--- config.mk ---
export PLATFORM = sky130hd
export DESIGN_NAME = priority_scan_coder
export DESIGN_NICKNAME = d
export VERILOG_FILES = /design/src/rtl/priority_scan_coder.sv
export SDC_FILE = /design/constraint.sdc
export NUM_CORES = 1
export LEC_CHECK = 0
export BUFFER_PORTS_ARGS = -buffer_cell sky130_fd_sc_hd__buf_2
export CORE_MARGIN = 4
export CORE_UTILIZATION = 62
export CTS_CLUSTER_SIZE = 25
export DETAILED_ROUTE_END_ITERATION = 8
export PLACE_DENSITY_LB_ADDON = 0.25
export SETUP_SLACK_MARGIN = 0.5
export SLEW_MARGIN = 20
export SYNTH_ARGS = -nofsm -noshare
export SYNTH_HDL_FRONTEND = slang
export SYNTH_SLANG_ARGS = --single-unit
--- constraint.sdc ---
create_clock -name clk -period 6.05 [get_ports clk]
set_clock_uncertainty 0.2 [all_clocks]
set_input_delay 1.21 -clock clk [delete_from_list [all_inputs] [get_ports clk]]
set_output_delay 1.21 -clock clk [all_outputs]
set_load 0.01 [all_outputs]
--- src/rtl/priority_scan_coder.sv ---
// Priority encoder with edge-triggered code history and a multiplexed
// active-low seven-segment scanner that shows the history newest-first.
module priority_scan_coder #(
    parameter int N_IN     = 10,
    parameter int DIGITS   = 8,
    parameter int SCAN_DIV = 100000
) (
    input  logic            clk,
    input  logic            rst,
    input  logic            e,
    input  logic            t,
    input  logic [N_IN-1:0] a,
    input  logic [3:0]      b,
    input  logic            load,
    input  logic            clr,
    output logic            f,
    output logic [3:0]      d,
    output logic [N_IN-1:0] y,
    output logic [3:0]      cnt,
    output logic [6:0]      cn,
    output logic            dp,
    output logic [7:0]      an
);

    localparam int W  = 4;
    localparam int CW = (SCAN_DIV > 2) ? $clog2(SCAN_DIV) : 1;

    logic [W-1:0]  hist [DIGITS];
    logic [DIGITS-1:0] vld;
    logic [CW-1:0] scan_cnt;
    logic [2:0]    idx;

    logic          f_n;
    logic [W-1:0]  d_n;
    logic          rise;
    logic          push;
    logic [W-1:0]  push_code;

    // Ascending scan so the highest set request line is the last to assign.
    // NOTE: every combinational output is given a default first so no latch is inferred.
    always_comb begin
        f_n = e & (|a);
        d_n = '0;
        if (f_n) begin
            for (int i = 0; i < N_IN; i++) begin
                if (a[i]) d_n = W'(i);
            end
        end
    end

    // A rising encoder-valid edge beats a manual load in the same cycle.
    assign rise      = f_n & ~f;
    assign push      = rise | load;
    assign push_code = rise ? d_n : b;

    // NOTE: state uses non-blocking assignments; the history array is reset
    // explicitly because a blank display must follow reset, not stale codes.
    always_ff @(posedge clk or posedge rst) begin
        if (rst) begin
            f   <= 1'b0;
            d   <= '0;
            cnt <= '0;
            vld <= '0;
            for (int k = 0; k < DIGITS; k++) hist[k] <= '0;
        end else begin
            f <= f_n;
            d <= d_n;
            if (clr) begin
                vld <= '0;
                cnt <= '0;
            end else if (push) begin
                hist[0] <= push_code;
                vld[0]  <= 1'b1;
                for (int k = 1; k < DIGITS; k++) begin
                    hist[k] <= hist[k-1];
                    vld[k]  <= vld[k-1];
                end
                if (cnt != 4'(DIGITS)) cnt <= cnt + 4'd1;
            end
        end
    end

    always_ff @(posedge clk or posedge rst) begin
        if (rst) begin
            scan_cnt <= '0;
            idx      <= '0;
        end else if (scan_cnt == CW'(SCAN_DIV - 1)) begin
            scan_cnt <= '0;
            idx      <= (idx == 3'(DIGITS - 1)) ? 3'd0 : idx + 3'd1;
        end else begin
            scan_cnt <= scan_cnt + CW'(1);
        end
    end

    assign y = f ? (N_IN'(1) << d) : '0;

    function automatic logic [6:0] glyph(input logic [3:0] code);
        case (code)
            4'h0: glyph = 7'b1000000;
            4'h1: glyph = 7'b1111001;
            4'h2: glyph = 7'b0100100;
            4'h3: glyph = 7'b0110000;
            4'h4: glyph = 7'b0011001;
            4'h5: glyph = 7'b0010010;
            4'h6: glyph = 7'b0000010;
            4'h7: glyph = 7'b1111000;
            4'h8: glyph = 7'b0000000;
            4'h9: glyph = 7'b0010000;
            4'hA: glyph = 7'b0001000;
            4'hB: glyph = 7'b0000011;
            4'hC: glyph = 7'b1000110;
            4'hD: glyph = 7'b0100001;
            4'hE: glyph = 7'b0000110;
            default: glyph = 7'b0001110;
        endcase
    endfunction

    logic [W-1:0] cur_code;
    logic         cur_vld;
    logic [7:0]   an_scan;

    // Display decode depends only on registers; lamp test is the one direct input path.
    always_comb begin
        cur_code = '0;
        cur_vld  = 1'b0;
        for (int k = 0; k < DIGITS; k++) begin
            if (idx == 3'(k)) begin
                cur_code = hist[k];
                cur_vld  = vld[k];
            end
        end
        an_scan = 8'hFF;
        for (int i = 0; i < DIGITS; i++) begin
            if (idx == 3'(i)) an_scan[i] = 1'b0;
        end
        if (t) begin
            cn = 7'h00;
            dp = 1'b0;
            an = 8'h00;
        end else begin
            cn = cur_vld ? glyph(cur_code) : 7'h7F;
            dp = ~((idx == 3'd0) & vld[0]);
            an = an_scan;
        end
    end

endmodule

# Word level (Yosys, flattened, before mapping)
# Memory sizes are Yosys's and may differ from the RTL's.
# Cells that the tools add are included.
dict set report totals {
  n_memories 1
  register_bits 69
  mem_bits_ro 112
  out_inout_bits 35
}
# memory words width rd rd_ports_with_merged_regs wr line
set memory_table {}
lappend memory_table {{(no name shown)} 16 7 1 0 0 98} ;# case (code)
dict set report classes {
  n_eq_ne 9
  reduce_logical 6
  mux 47
  bitwise_logic 7
  shifts 1
  n_addsub 3
}
# operator count
set op_table {}
lappend op_table {{two-way mux 4 bit} 21}
lappend op_table {{two-way mux 8 bit} 3}
lappend op_table {{two-way mux 1 bit} 18}
lappend op_table {{adder 17 x 1 -> 17 bit, second input constant} 1}
lappend op_table {{== test 17 bit, second input constant} 1}
lappend op_table {{two-way mux 17 bit} 1}
lappend op_table {{two-way mux 7 bit} 2}
lappend op_table {{== test 3 bit, second input constant} 4}
lappend op_table {{two-way mux 10 bit} 1}
lappend op_table {{OR reduction 10 bit} 1}
lappend op_table {{left shift 1 x 4 -> 10 bit, first input constant} 1}
lappend op_table {{== test 3 x 2 -> 1 bit, second input constant} 2}
lappend op_table {{adder 4 x 1 -> 4 bit, second input constant} 1}
lappend op_table {{inequality test 4 bit, second input constant} 1}
lappend op_table {{AND reduction 2 bit} 2}
lappend op_table {{nonzero test 2 bit} 2}
lappend op_table {{adder 3 x 1 -> 3 bit, second input constant} 1}
lappend op_table {{AND 1 bit} 3}
lappend op_table {{== test 3 x 1 -> 1 bit, second input constant} 1}
lappend op_table {{logical NOT 3 bit} 1}
lappend op_table {{two-way mux 3 bit} 1}
lappend op_table {{NOT 1 bit} 3}
lappend op_table {{bitwise OR 1 bit} 1}

# Logic depth before layout (Yosys ltp)
# An unclocked memory read counts as a cell.
dict set report depth {
  ltp_word 12
  depth_mapped 13
}

# Least setup slack after synthesis
# OpenSTA, ideal clock, no wires.
dict set report synth_timing {
  kind {register to output}
  from {register idx[2]}
  to {output cn[0]}
  t_required_ns 4.640
  stages_incl_launch_ff 12
  arrival_time_ns 2.828
  slack_ns 1.812
  path_cell_list {dfrtp_1 buf_2 inv_2 ha_1 or2_1 a221oi_1 o22ai_1 a21oi_1 ha_1 nor3_1 mux2_2 a221oi_1}
}
dict set report synth_via {
  elab_chain_len 12
  elab_cells_between_ends 27
  cone_classes {eq/ne: 7; mux: 18; reduce/logical: 1; memory: 1}
}
# element line
set synth_lines {}
lappend synth_lines {{start, declared} 31} ;# logic [2:0] idx;
lappend synth_lines {{start signal, assigned} 89} ;# idx <= (idx == 3'(DIGITS - 1)) ? 3'd0 : idx + 3'd1;
lappend synth_lines {{logical NOT 3 bit} 127} ;# if (idx == 3'(k)) begin
lappend synth_lines {{two-way mux 4 bit (8 in a row)} 127}
lappend synth_lines {{memory read (16 x 7 bit)} -}
lappend synth_lines {{two-way mux 7 bit *} 141} ;# cn = cur_vld ? glyph(cur_code) : 7'h7F;
lappend synth_lines {{two-way mux 7 bit *} 136} ;# if (t) begin
lappend synth_lines {{end, declared} 20} ;# output logic [6:0] cn,
# Mark *: on every way between the ends. The rest lies on a longest branch, timed or not.

# Worst setup path in the final report
dict set report layout_timing {
  from {register idx[2]}
  to {output cn[1]}
}
# The elaborated chain is that of the path after synthesis.

==> metrics.csv <==
metric,value,unit
outcome,completed,
drive_above_1_share,0.1771,
dpl_worst_slack,1396,ps
post_cts_buffers,0,
endpoint_kind,primary output,
multiInputGateArea,0.001993,mm2
hp-start,hist[2]$_DFFE_PP0P_,
via_per_inst,5.799,
synth_cell_type_count,55,
drc,0,
required,4640,ps
mostFrequentLayoutCells,"nand2_1 (88), dfrtp_1 (69), buf_2 (54)",
grt_pass1_wl,14190,um
syn_area,0.003916,mm2
clk_path_buf_depth,2,
seq_area_frac_synth,0.4409,
regArea,0.001727,mm2
grt_pass1_vias,3134,
via_count,3317,
hold_path_class,reg2reg,
r2r_cells,6,
hold_viol,0,
p_leak,2.100,nW
cts-htree-levels,3,
grt-ovfl-total,0,
ios,55,
synth_area_leaders,"dfrtp_1 (44%), nand2_1 (8.4%), ha_1 (4.8%)",
whs,274.8,ps
drv_cap,0,
relSlewSlack,0.4324,
timing.setup.tns,0,ps
min_period,5083,ps
grt_usage,0.2359,
die_h,87.48,um
core,0.006026,mm2
pwr-share-seq,0.523,
critPathLaunch,idx[2]$_DFFE_PP0N_,
place_congestion,0.9003,
drv_slew,0,
ir_drop,0.2125,mV
area_growth,10.70,%
clock_latency,330,ps
hold_depth,2,
row_count,28,
p_clk_frac,0.281,
wl_per_cell,14.72,um
worstSetupStartpointType,flop,
fin_crit_sh,0.8401,
avgSynthCellArea,8.761,um2
yosys_warnings,0,
path_class,reg2out,
synth_top_area_share,0.4409,
synthCells,447,
antenna_found_initial,0,
synth.net_count,482,
worstReg2RegStart,scan_cnt[12]$_DFF_PP0_,
nFillCells,496,
die_w,87.48,um
ys_ff_latch,69,
clk_pin_slew,70,ps
die_area,0.007652,mm2
wirelength,8421,um
p_int,744.2,uW
setup_viol,0,
worst_pin_slew,851.5,ps
cts_tree,built,
synth_edf_count,0,
max_freq,196.7,MHz
dpl.hpwl,6134,um
synth_top_cell_by_area,dfrtp_1,
swShare,0.3074,
final_common_cell,nand2_1,
postLayoutSetupSlackWorst,967.3,ps
antenna_left,0,
hold_buffers,0,
grt_max_degree,70,
drt-initial-drc-count,167,
start_util,0.6499,
grt_setup_unrepaired,false,
worstPathArrival,3670,ps
portBuffers,54,
synth_flop_cell,dfrtp_1,
p_per_area,247.8,mW/mm2
root_buffer,clkbuf_8,
pwr-share-comb,0.196,
synthArstFlopShare,1.000,
firstDrtPassIters,5,
p_switching,330.3,uW
n_antenna_cell,0,
nNetsFinal,529,
clock-sinks,69,
post_cts_resized,0,
cp_max_fo,15,
numCtsBuffers,9,
[synth_stat cells, types with 6 or more instances]
| cell | instances |
|---|---|
| nand2_1 | 88 |
| dfrtp_1 | 69 |
| nor2_1 | 37 |
| o21ai_0 | 29 |
| a21oi_1 | 26 |
| inv_1 | 23 |
| nand3_1 | 17 |
| ha_1 | 15 |
| nor3_1 | 11 |
| buf_2 | 10 |
| xor2_1 | 9 |
| xnor2_1 | 8 |
| nand2b_1 | 7 |
| nand3b_1 | 7 |
| a31oi_1 | 6 |
| clkbuf_1 | 6 |
| o31ai_1 | 6 |
[critical path: stages (launching register included)]
cell      delay [ps]
dfrtp_1          620
inv_2            170
ha_1             330
or2_1            330
a221oi_1         260
o22ai_1          140
a21oi_1          390
inv_1            170
ha_1             320
o21ai_0           80
o21ai_0          100
a221o_1          300
buf_2            140
[kinds of logic after synthesis]
kind of cell | after synthesis | share of synthesized area
simple gates | 200 | 0.2454
compound gates | 97 | 0.1629
flops | 69 | 0.4409
buf+inv | 44 | 0.05016
xor+xnor | 17 | 0.03802
fa+ha+maj | 15 | 0.04792
mux | 5 | 0.01470
[state kept, by name (all words and copies together), names as in the netlist]
register	cells
scan_cnt	17
vld	8
idx	3
cnt	4
f	1
hist	32
d	4
[power by group through the flow]
stage | combinational (mW) | clock [mW] | sequential (mW)
finish | 0.211 | 0.302 | 0.562
global route | 0.239 | 0.331 | 0.569
CTS | 0.212 | 0.306 | 0.562
detailed placement | 0.211 | 0 | 0.570
global placement | 0.204 | 0 | 0.568
floorplan | 0.148 | 0 | 0.560
[per-layer routing]
layer  routed length, um  part of all wire  global-route usage  up-vias
met4                 114             0.014             0.07252        0
met5                   0                 0                   0        -
met3                 477             0.057             0.05298       11
li1                    -                 -                   -     1630
met2                3937              0.47              0.3781      108
met1                3891              0.46              0.3203     1568
[final timing paths]
check                                               to  slack (ps)
max in group asynchronous         hist[24]$_DFFE_PP0P_        4170
worst min register to register     hist[2]$_DFFE_PP0P_         270
worst min-delay path               hist[2]$_DFFE_PP0P_         270
worst max register to register  scan_cnt[10]$_DFF_PP0_        3620
worst max-delay path                             cn[1]         970
min in group asynchronous           cnt[1]$_DFFE_PP0P_         920
[through the flow]
step	util	total power, mW	instance area (um2)	instances
floorplan	-	0.7079	3916	447
global placement	0.6952	0.7728	4189	558
detailed placement	0.6952	0.7811	4189	558
CTS	0.7195	1.080	4335	572
global route	0.7195	1.140	4335	572
finish	0.7195	1.075	4335	572
[cell type report]
class                   count  area share
flip-flops and latches     69      0.3983
inverters                  24     0.02078
well taps                  75     0.02165
clock buffers              11     0.03030
multi-input cells         334      0.4597
clock inverters             3    0.003463
repair buffers             56     0.06580
Note: power is estimated with default switching activity, not from simulation.
